<file path="config.mk">
export PLATFORM = sky130hd
export DESIGN_NAME = down_counter
export DESIGN_NICKNAME = d
export VERILOG_FILES = /design/src/rtl/down_counter.sv
export SDC_FILE = /design/constraint.sdc
export NUM_CORES = 1
export LEC_CHECK = 0
export BUFFER_PORTS_ARGS = -buffer_cell sky130_fd_sc_hd__clkbuf_2
export CAP_MARGIN = 10
export CELL_PAD_IN_SITES_DETAIL_PLACEMENT = 1
export CELL_PAD_IN_SITES_GLOBAL_PLACEMENT = 1
export CORE_AREA = 2 2 39 41
export DETAILED_ROUTE_END_ITERATION = 16
export DIE_AREA = 0 0 41 43
export GPL_TIMING_DRIVEN = 0
export PLACE_DENSITY = 0.71
export RECOVER_POWER = 100
export SETUP_SLACK_MARGIN = 0.15
export SLEW_MARGIN = 5
export SYNTH_ARGS = -nofsm -noshare
export SYNTH_HDL_FRONTEND = slang
export SYNTH_SLANG_ARGS = --single-unit
</file>
<file path="constraint.sdc">
create_clock -name clk -period 1.56 [get_ports clk]
set_input_delay 0.078 -clock clk [delete_from_list [all_inputs] [get_ports clk]]
set_output_delay 0.078 -clock clk [all_outputs]
set_load 0.02 [all_outputs]
</file>
<file path="src/rtl/down_counter.sv">
// -----------------------------------------------------------------------------
// down_counter
//
// Loadable, pausable down-counter/timer. A start value is loaded, `start`
// launches the count, and the block decrements once per clock until it reaches
// zero, where it raises a one-cycle terminal-count pulse (tc).
//
// Configuration macro:
//   DOWN_COUNTER_AUTO_RELOAD_EN - when defined, reaching the terminal edge
//     reloads the count from the reload register and keeps running (periodic
//     tc). When undefined, the counter stops at zero and returns to IDLE.
//
// Ports:
//   clk      in   system clock, rising-edge active
//   clr      in   asynchronous active-high reset
//   load     in   load strobe; samples load_val (any state, aborts a count)
//   load_val in   [WIDTH-1:0] value to count down from
//   start    in   begin counting (honoured in IDLE only)
//   stop     in   abort counting, q holds (honoured in RUN only)
//   hold     in   freeze the count while in RUN
//   q        out  [WIDTH-1:0] current count, registered
//   busy     out  high while in RUN, registered state
//   tc       out  terminal-count pulse, registered, one cycle wide
//
// Control strobes: every strobe is a single-cycle level sampled on the rising
// clock edge; there is no handshake back-pressure. Priority at an edge is
// load > stop > start/hold > decrement.
// -----------------------------------------------------------------------------
module down_counter #(
    parameter int WIDTH = 4
) (
    input  logic             clk,
    input  logic             clr,
    input  logic             load,
    input  logic [WIDTH-1:0] load_val,
    input  logic             start,
    input  logic             stop,
    input  logic             hold,
    output logic [WIDTH-1:0] q,
    output logic             busy,
    output logic             tc
);

    typedef enum logic {
        IDLE = 1'b0,
        RUN  = 1'b1
    } state_e;

    state_e           state_q,  state_d;
    logic [WIDTH-1:0] count_q,  count_d;
    logic [WIDTH-1:0] reload_q, reload_d;
    logic             tc_q,     tc_d;

    localparam logic [WIDTH-1:0] ONE  = {{(WIDTH-1){1'b0}}, 1'b1};
    localparam logic [WIDTH-1:0] ZERO = '0;

    always_ff @(posedge clk or posedge clr) begin
        if (clr) begin
            state_q  <= IDLE;
            count_q  <= ZERO;
            reload_q <= ZERO;
            tc_q     <= 1'b0;
        end else begin
            state_q  <= state_d;
            count_q  <= count_d;
            reload_q <= reload_d;
            tc_q     <= tc_d;
        end
    end

    always_comb begin
        state_d  = state_q;
        count_d  = count_q;
        reload_d = reload_q;
        tc_d     = 1'b0;

        if (load) begin
            count_d  = load_val;
            reload_d = load_val;
            state_d  = IDLE;
        end else begin
            unique case (state_q)
                IDLE: begin
                    if (start) begin
                        // A zero-length count finishes immediately: pulse tc
                        // without ever entering RUN.
                        if (count_q != ZERO) begin
                            state_d = RUN;
                        end else begin
                            tc_d = 1'b1;
                        end
                    end
                end
                RUN: begin
                    if (stop) begin
                        state_d = IDLE;
                    end else if (hold) begin
                        state_d = RUN;
                    end else if (count_q > ONE) begin
                        count_d = count_q - ONE;
                    end else if (count_q == ONE) begin
                        tc_d = 1'b1;
`ifdef DOWN_COUNTER_AUTO_RELOAD_EN
                        count_d = reload_q;
                        state_d = RUN;
`else
                        count_d = ZERO;
                        state_d = IDLE;
`endif
                    end else begin
                        // RUN is only entered with a nonzero count; if zero is
                        // ever seen here, drop to IDLE rather than wrap.
                        state_d = IDLE;
                    end
                end
                default: state_d = IDLE;
            endcase
        end
    end

    assign q    = count_q;
    assign busy = (state_q == RUN);
    assign tc   = tc_q;

endmodule

</file>
; ---- Word-level counts from Yosys, hierarchy flattened
; Cells that the tools add are included.
[totals]
regBits = 6
ram_bits = 0
rom_bits = 0
memories = 0
in_bits = 10
elab_cells = 34
latch_bits = 0
[classes]
multipliers = 0
n_shift = 0
reduce_logical = 4
div = 0
magnitude_cmp = 1
n_mux = 21
n_eq_ne = 3
n_addsub = 1
bitwise_logic = 1
[ops]
columns = operator, n
row1 = $mux W4, 6
row2 = $mux W1, 13
row3 = $eq A4 B1 Y1 const B, 1
row4 = $gt A4 B1 Y1 const B, 1
row5 = $ne A2 B2 Y1 const B, 2
row6 = $pmux W1 S2, 2
row7 = $reduce_and A4 Y1, 1
row8 = $reduce_bool A4 Y1, 1
row9 = $sub A4 B1 Y4 const B, 1
row10 = $reduce_bool A3 Y1, 1
row11 = $reduce_bool A2 Y1, 1
row12 = $not A1 Y1, 1

; ---- Longest topological paths before layout
; Gate-level depths: netlist of the first run.
[depth]
ltp_word = 7
ltp_mapped = 5
ltp_nobuf = 5

; ---- Least setup slack after synthesis of the first run
; OpenSTA, ideal clock, no wires.
[synth_timing]
path_kind = reg2reg
from = register count_q[0] (netlist: q[0])
to = register count_q[0] (netlist: q[0])
arrival_time_ns = 1.280
stages_incl_launch_ff = 6
n_path_buf = 0
synth_period_minus_slack_ns = 1.396
path_slack_ns = 0.164
cell_sequence = dfrtp_1 > inv_1 > ha_1 > nor2_1 > o31ai_1 > o311ai_0
[synth_between]
elab_chain_len = 6
elab_cells_between_ends = 10
cone_classes = add/sub (1) / order compare (1) / eq/ne (1) / mux (5) / reduce/logical (2)
[synth_lines]
columns = item, line_no
row1 = "start, declared", 50  ; logic [WIDTH-1:0] count_q, count_d;
row2 = "start signal, assigned", 65  ; count_q <= count_d;
row3 = $sub A4 B1 Y4 or $gt A4 B1 Y1 (tied branches), "100, 99"
row4 = $mux W4, 99  ; end else if (count_q > ONE) begin
row5 = $mux W4, 97  ; end else if (hold) begin
row6 = $mux W4, 95  ; if (stop) begin
row7 = $mux W4, 82  ; unique case (state_q)
row8 = $mux W4, 77  ; if (load) begin
; Several ways; a longest one is shown, not always the timed one. The select of a mux whose other input is x is not followed.
; A chain may end at the register's enable or synchronous reset.

; ---- Final worst setup path of the first run
[layout_timing]
from = register state_q (netlist: busy)
to = register count_q[1] (netlist: q[1])
[layout_between]
elab_chain_len = 2
[layout_lines]
columns = item, line_no
row1 = "start, declared", 49  ; state_e state_q, state_d;
row2 = "start signal, assigned", 64  ; state_q <= state_d;
row3 = $reduce_bool A2 Y1 (no source line), n/a
row4 = $reduce_and A4 Y1 (no source line), n/a
; No other way between the ends.

==> results of run 1 <==
## cell usage in the layout (no fill, tap or decap), types with 3 or more instances in the layout
master and n:
dfrtp_1 5, clkbuf_2 11, o21ai_0 4, clkbuf_1 5
clkbuf_4 3, inv_1 4, nor2b_1 4
## what timing repair did
item	4_1_cts	5_1_grt
resized for setup	3	11
endpoints found under the setup margin	3	4
setup buffers	0	1
gates cloned	0	0
endpoints found under the hold margin	6	0
pin swaps	1	2
hold buffers	1	0
## per-stage QoR
stage / utilization (%) / std cells / power (mW)
final: 42.2 / 78 / 0.482
after global placement: 35.8 / 73 / 0.308
after CTS: 38.8 / 77 / 0.458
after detailed placement: 35.8 / 73 / 0.310
after floorplan: - / 42 / 0.262
after global routing: 42.2 / 78 / 0.529
## flip-flops by register name, summed over array words and instances, names as in the netlist
register and count:
q 4, busy 1, tc 1
## final cells by class
type / count / share of cell area (%)
Clock buffer: 3 / 3.85
Tap cell: 16 / 3.43
Inverter: 5 / 3.21
Buffer: 1 / 0.642
Multi-Input combinational cell: 30 / 48.0
Timing Repair Buffer: 17 / 15.0
Sequential cell: 6 / 25.9
## power breakdown
| group | internal (mW) | switching [mW] |
|---|---|---|
| combinational | 0.0667 | 0.0799 |
| sequential | 0.170 | 0.0276 |
| clock | 0.0866 | 0.0505 |
## critical path, delay by kind of cell, from the launching register on
family,cells,cell delay (ps)
flops,1,410
compound gates,2,460
simple gates,1,400
## cell families (layout without fill, tap and decap cells)
| kind of cell | Yosys count | in the layout | share of synthesized area [%] |
|---|---|---|---|
| AOI/OAI and AO/OA | 13 | 13 | 24.4 |
| and+or+nand+nor | 15 | 15 | 26.2 |
| DFF | 6 | 6 | 37.5 |
| buffers and inverters | 6 | 26 | 5.62 |
| adders and majority gates | 2 | 2 | 6.25 |
## per-layer routing
| metal | wire (um) | up-vias | track usage (%) |
|---|---|---|---|
| met1 | 433 | 196 | 18.3 |
| met3 | 83 | 0 | 6.28 |
| li1 | - | 203 | - |
| met5 | 0 | - | 0 |
| met4 | 0 | 0 | 6.00 |
| met2 | 518 | 17 | 20.3 |
## worst max-delay path by stage
stage               cells past startpoint             start          endpoint  slack (ps)
CTS                                     5  q[0]$_DFFE_PP0P_  q[0]$_DFFE_PP0P_         150
finish                                  3    busy$_DFF_PP0_  q[1]$_DFFE_PP0P_         180
global placement                        5  q[0]$_DFFE_PP0P_  q[1]$_DFFE_PP0P_          70
detailed placement                      5  q[0]$_DFFE_PP0P_  q[1]$_DFFE_PP0P_          40
floorplan                               5  q[0]$_DFFE_PP0P_  q[0]$_DFFE_PP0P_         160
global route                            3    busy$_DFF_PP0_  q[1]$_DFFE_PP0P_          90
==> results_dict.tcl, run 1 <==
set metrics [dict create \
    placed_area_sq_um 495 \
    diodes 0 \
    cp_slowest_stage_delay_ps 410 \
    yosys.area.top_type_share_pct 37.5 \
    core_area_sq_um 1380 \
    place.port_buffers 15 \
    multi_input_area_sq_um 280 \
    start_kind "flop" \
    skew_ps 0.272 \
    async_flop_share_pct 100 \
    crit_slowest_cell "dfrtp_1" \
    reg2reg_slack_ps 180 \
    min_from "load_val[0]" \
    num_vias 416 \
    fmax_mhz 722 \
    hold-worst-slack_ps 65.3 \
    drtAntennaViolNets 0 \
    critical_path_arrival_ps 1510 \
    ys_ff_latch 6 \
    path_class "flop to flop" \
    grt_pass1_wl_mm 1.67 \
    clockRootBuffer "clkbuf_4" \
    die_w_um 41 \
    synthDistinctLibCells 18 \
    cts_buffers 3 \
    start_util_pct 28.9 \
    nets 76 \
    synthTopCellsByCount "6 x dfrtp_1, 5 x inv_1, 4 x nor2b_1, 4 x o21ai_0" \
    n_fill_cell 174 \
    setup_violations 0 \
    drtIter0Drc 7 \
    holdPathEnd "q[0]$_DFFE_PP0P_" \
    layout_setup_ws_ps 176 \
    required_ps 1690 \
    synthFlopType "dfrtp_1" \
    vdd_drop_max_uv 567 \
    clockBufferDepth 2 \
    r2r-end "q[1]$_DFFE_PP0P_" \
    seq_area_frac_synth_pct 37.5 \
    synth-edff-count 0 \
    grt_setup_unrepaired "no" \
    reg2reg_from "busy$_DFF_PP0_" \
    worstSkewPairLatency_ps 240 \
    crit_chain "nor3b_1 > o31ai_2 > o311ai_1" \
    worstMarginPinSlew_ps 419 \
    worstSetupEndpointType "flop" \
    syn_avg_cell_area_sq_um 9.53 \
    drive_above_1_share_pct 37.1 \
    yosysWarnings 0 \
    antenna_found_initial 0 \
    maxSlewViolCount 0 \
    grt_usage_pct 14.3 \
    p_leak_nw 0.233 \
    syn_inst 42 \
    die_h_um 43 \
    cts_tree "built" \
    htree_levels 1 \
    fin_setup_tns_ps 0 \
    rows 14 \
    pwr_density_cell_nw_per_um2 824 \
    syn_area_sq_um 400 \
    yosysMostFrequentCell "dfrtp_1" \
    finalHoldViolCount 0 \
    slew_headroom_pct 72.0 \
    maxCapViolations 0 \
    wl_per_cell_um 13.3 \
    io_pins 16 \
    place_hpwl_um 801 \
    min_path_cells 3 \
    gp_congestion 0.751 \
    synth_nets 54 \
    via_per_inst 5.33 \
    routed_wl_mm 1.04 \
    status "finished, final reports clean" \
    cts.sinks 6 \
    yosys.area.top_type "dfrtp_1" \
    cp_max_fo 6 \
    seq_area_sq_um 151 \
    fin_area_sq_um 584 \
    fin_crit_ps 1380 \
    firstDrtPassIters 3 \
    hold_class "primary input to flop" \
    worstRegToRegCells 3 \
    clk_pin_slew_ps 40 \
    synthTopCellsByArea "dfrtp_1 38%, o311ai_0 6.6%, ha_1 6.3%, nor2b_1 6.3%, nor4b_4 5.9%" \
    overflow 0 \
    area_delta_synth_final_pct 45.9 \
    grt_max_degree 11 \
    drcViolationCount 0 \
    die-area_sq_um 1760 \
    period_share_pct 88.8 \
    dp_slack_ps 35.5 \
    grt_pass1_vias 389 \
]
(Power assumes the default switching activity.)
==> run 2: changes to the inputs <==
- REMOVE_ABC_BUFFERS: unset -> 1
==> run 2 against run 1 <==
Against the previous run:
- sequential power is essentially flat
- combinational power shrank 5%
- critical endpoint unchanged
- count of clock-buffer cells in the layout is the same
- total power shrank 2.0%
- via count shrank 5.3%
- non-clock buffer count is the same
==> results_dict.tcl, run 2 (same netlist as run 1, synthesis figures left out) <==
set metrics [dict create \
    area_delta_synth_final_pct 43.4 \
    required_ps 1660 \
    drtIter0Drc 2 \
    diodes 0 \
    finalHoldViolCount 0 \
    core_area_sq_um 1380 \
    clk_pin_slew_ps 40 \
    holdPathEnd "q[0]$_DFFE_PP0P_" \
    place_hpwl_um 775 \
    place.port_buffers 15 \
    final_common_cell "clkbuf_2" \
    antenna_found_initial 0 \
    critical_path_arrival_ps 1470 \
    cp_max_fo 6 \
    die-area_sq_um 1760 \
    status "finished, final reports clean" \
    clockRootBuffer "clkbuf_4" \
    reg2reg_from "q[0]$_DFFE_PP0P_" \
    drcViolationCount 0 \
    grt_pass1_wl_mm 1.56 \
    grt_usage_pct 13.7 \
    hold_class "primary input to flop" \
    period_share_pct 87.8 \
    die_w_um 41 \
    overflow 0 \
    grt_pass1_vias 379 \
    final_util_pct 41.5 \
    worstSetupEndpointType "flop" \
    slew_headroom_pct 75.6 \
    maxSlewViolCount 0 \
    p_leak_nw 0.235 \
    cts_tree "built" \
    maxCapViolations 0 \
    worstMarginPinSlew_ps 366 \
    clockBufferDepth 2 \
    worstSkewPairLatency_ps 240 \
    drtAntennaViolNets 0 \
    path_class "flop to flop" \
    vdd_drop_max_uv 517 \
    min_from "load_val[0]" \
    fin_setup_tns_ps 0 \
    reg2reg_slack_ps 190 \
    skew_ps 2.17 \
    nets 76 \
    r2r-end "q[1]$_DFFE_PP0P_" \
    start_kind "flop" \
    drive_above_1_share_pct 35.5 \
    hold-worst-slack_ps 63.4 \
    layout_common_cells "10 x clkbuf_2, 5 x inv_1, 5 x dfrtp_1, 5 x clkbuf_1, 4 x nor2b_1" \
    grt_setup_unrepaired "no" \
    routed_wl_um 997 \
    min_path_cells 3 \
    io_pins 16 \
    largest_reg_flops 4 \
    wl_per_cell_um 12.8 \
    die_h_um 43 \
    firstDrtPassIters 2 \
    setup_violations 0 \
    gp_congestion 0.683 \
    fmax_mhz 730 \
    cts.sinks 6 \
    htree_levels 1 \
    num_vias 394 \
    pwr_density_cell_nw_per_um2 822 \
    start_util_pct 28.9 \
    fin_crit_ps 1370 \
    via_per_inst 5.05 \
    worstRegToRegCells 5 \
    rows 14 \
    grt_max_degree 15 \
    cts_buffers 3 \
]
## run 2: stage by stage
step,cell area [sq um],setup slack [ps],cells,power (mW)
finish,574,190,78,0.472
global route,574,76.1,78,0.513
CTS,546,117,76,0.467
detailed placement,492,-43.0,72,0.310
global placement,492,47.2,72,0.307
floorplan,397,164,41,0.259
## run 2: final cells by class
type,count,area [sq um]
fillers,181,810
inverters,5,18.8
well taps,16,20.0
clock buffers,3,22.5
repair buffers,18,93.8
flip-flops and latches,6,151
multi-input cells,30,268
## run 2: worst max-delay path: stages, from the launching register on
cell      delay, ps
dfrtp_2         400
inv_1            50
ha_1            270
nor4b_2         190
o21ai_1         180
o311ai_2        130
## run 2: where the power goes
group          leakage (nW)  total (mW)  internal (mW)  switching, mW
logic                 0.147       0.139         0.0596         0.0797
registers            0.0735       0.196          0.170         0.0255
clock network        0.0138       0.137         0.0866         0.0503
## run 2: worst max path at each step
stage | endpoint | startpoint | slack, ps
after floorplan | q[1]$_DFFE_PP0P_ | q[0]$_DFFE_PP0P_ | 160
after global placement | q[1]$_DFFE_PP0P_ | q[0]$_DFFE_PP0P_ | 50
after detailed placement | q[1]$_DFFE_PP0P_ | q[0]$_DFFE_PP0P_ | -40
after CTS | q[0]$_DFFE_PP0P_ | q[0]$_DFFE_PP0P_ | 120
after global routing | busy$_DFF_PP0_ | q[0]$_DFFE_PP0P_ | 80
final | q[1]$_DFFE_PP0P_ | q[0]$_DFFE_PP0P_ | 190
## run 2: layer usage
layer	global-route usage [%]	part of all wire (%)	wire length, um	vias to the layer above
met4	6.00	0	0	0
li1	-	-	-	204
met5	0	0	0	-
met1	16.0	47	465	177
met2	19.7	46	461	13
met3	7.85	7.0	70	0
## run 2: what timing repair did
| item | 4_1_cts | 5_1_grt |
|---|---|---|
| gates cloned | 0 | 0 |
| pin swaps | 2 | 1 |
| hold endpoints to repair | 6 | 0 |
| hold buffers | 1 | 0 |
| resized for setup | 6 | 8 |
| buffers inserted | 0 | 2 |
| endpoints found under the setup margin | 3 | 4 |
==> run 3: changes to the inputs <==
- CTS_BUF_LIST: unset -> sky130_fd_sc_hd__clkbuf_16
==> run 3 against run 2 <==
Against the previous run:
- combinational power is 17% higher
- via count is 5.1% higher
- sequential share of layout area is 3.5 points lower
- setup slack worse by 23 ps
- register-to-register slack worse by 20 ps
- critical path depth is 2 lower
- clock power grew to 3.0 times the previous value
- critical path type unchanged
- largest cell class unchanged
==> results_dict.tcl, run 3 (same netlist as run 1, synthesis figures left out) <==
set metrics [dict create \
    p_leak_nw 0.263 \
    placed_area_sq_um 492 \
    largest_reg_flops 4 \
    vdd_drop_max_uv 795 \
    gp_congestion 0.683 \
    layout_common_cells "10 x clkbuf_2, 5 x dfrtp_1, 5 x clkbuf_1" \
    cts.sinks 6 \
    start_util_pct 28.9 \
    pwr-share-clk_pct 53.5 \
    switching_share_pct 25.5 \
    fin_area_sq_um 663 \
    drive_above_1_share_pct 41.3 \
    fmax_mhz 718 \
    period_share_pct 89.3 \
    p_sw_mw 0.197 \
    layout.cells.non_filler 79 \
    crit_chain "nor4b_4 > a311oi_1 > a311oi_1" \
    diodes 0 \
    place_hpwl_um 775 \
    num_vias 414 \
    reg2reg_slack_ps 170 \
    via_per_inst 5.24 \
    antenna_found_initial 0 \
    cp_max_fo 8 \
    htree_levels 1 \
    clockBufferDepth 2 \
    routed_wl_mm 1.07 \
    slew_headroom_pct 76.1 \
    area_delta_synth_final_pct 65.6 \
    drcViolationCount 0 \
    overflow 0 \
    cp_common_cell "a311oi_1" \
    die-area_sq_um 1760 \
    nets 77 \
    critical_path_arrival_ps 1510 \
    p_int_mw 0.575 \
    cts_buffers 3 \
    grt_pass1_wl_mm 1.73 \
    min_from "load_val[0]" \
    drtAntennaViolNets 0 \
    rows 14 \
    path_class "flop to flop" \
    die_w_um 41 \
    top_usage_layer "met2" \
    grt_max_degree 15 \
    worstSkewPairLatency_ps 230 \
    dpl.cell_count 72 \
    io_pins 16 \
    layout_setup_ws_ps 167 \
    drtIter0Drc 2 \
    maxCapViolations 0 \
    r2r-end "q[3]$_DFFE_PP0P_" \
    setup_violations 0 \
    worstSetupEndpointType "flop" \
    start_kind "flop" \
    reg2reg_from "q[2]$_DFFE_PP0P_" \
    skew_ps 1.23 \
    worstMarginPinSlew_ps 359 \
    place.port_buffers 15 \
    fin_crit_ps 1390 \
    clk_pin_slew_ps 30 \
    final_util_pct 47.9 \
    crit_slowest_cell "dfrtp_1" \
    clockRootBuffer "clkbuf_16" \
    grt_setup_unrepaired "yes" \
    die_h_um 43 \
    finalHoldViolCount 0 \
    cts_tree "built" \
    firstDrtPassIters 2 \
    final_common_cell "clkbuf_2" \
    seqPwrFrac_pct 25.5 \
    maxSlewViolCount 0 \
    pwr_density_cell_nw_per_um2 1160 \
    hold_class "primary input to flop" \
    min_path_cells 3 \
    p_comb_share_pct 21.0 \
    core_area_sq_um 1380 \
    dp_slack_ps -43.0 \
    grt_usage_pct 15.6 \
    status "finished, final reports clean" \
    met3_usage_pct 9.42 \
    grt_pass1_vias 396 \
    worstRegToRegCells 3 \
    wl_per_cell_um 13.6 \
    required_ps 1670 \
    met1_usage_pct 19.0 \
    cp_slowest_stage_delay_ps 490 \
    holdPathEnd "q[0]$_DFFE_PP0P_" \
    use_met2_pct 21.9 \
]
## run 3: layout make-up
cell class | count | area (sq um)
Inverter | 5 | 18.8
Fill cell | 167 | 721
Clock buffer | 3 | 75.1
Multi-Input combinational cell | 30 | 293
Sequential cell | 6 | 151
Timing Repair Buffer | 19 | 105
Tap cell | 16 | 20.0
## run 3: what timing repair did
action | CTS | global route
endpoints found under the setup margin | 3 | 4
buffers inserted | 2 | 1
pin swaps | 3 | 3
endpoints found under the hold margin | 6 | 0
resized for setup | 10 | 8
hold buffers | 1 | 0
## run 3: through the flow
step                power (mW)  setup TNS [ps]  hold slack (ps)
floorplan                0.259               0             -131
global placement         0.307               0            -24.5
detailed placement       0.310           -43.0            -19.2
CTS                      0.760               0             94.9
global route             0.816               0             98.2
finish                   0.773               0             85.9
## run 3: metal layers
metal,vias up,wire length (um)
met5,-,0
met4,0,13
met3,3,100
met2,16,519
met1,189,440
li1,206,-
## run 3: worst max-delay path, delay by kind of cell, from the launching register on
| kind | cells | cell delay [ps] |
|---|---|---|
| and+or+nand+nor | 1 | 360 |
| DFF | 1 | 490 |
| AOI/OAI and AO/OA | 2 | 430 |
## run 3: worst max path at each step
stage	cells after the start	end	from
after global placement	5	q[1]$_DFFE_PP0P_	q[0]$_DFFE_PP0P_
after global routing	3	q[3]$_DFFE_PP0P_	q[2]$_DFFE_PP0P_
after detailed placement	5	q[1]$_DFFE_PP0P_	q[0]$_DFFE_PP0P_
final	3	q[3]$_DFFE_PP0P_	q[2]$_DFFE_PP0P_
after floorplan	5	q[1]$_DFFE_PP0P_	q[0]$_DFFE_PP0P_
after CTS	6	q[3]$_DFFE_PP0P_	q[0]$_DFFE_PP0P_
## run 3: power groups by stage
stage	clock (mW)	combinational, mW	sequential [mW]
3_3_place_gp	0	0.112	0.195
5_1_grt	0.437	0.178	0.201
6_report	0.413	0.162	0.197
3_5_place_dp	0	0.115	0.195
2_1_floorplan	0	0.0530	0.206
4_1_cts	0.418	0.148	0.195
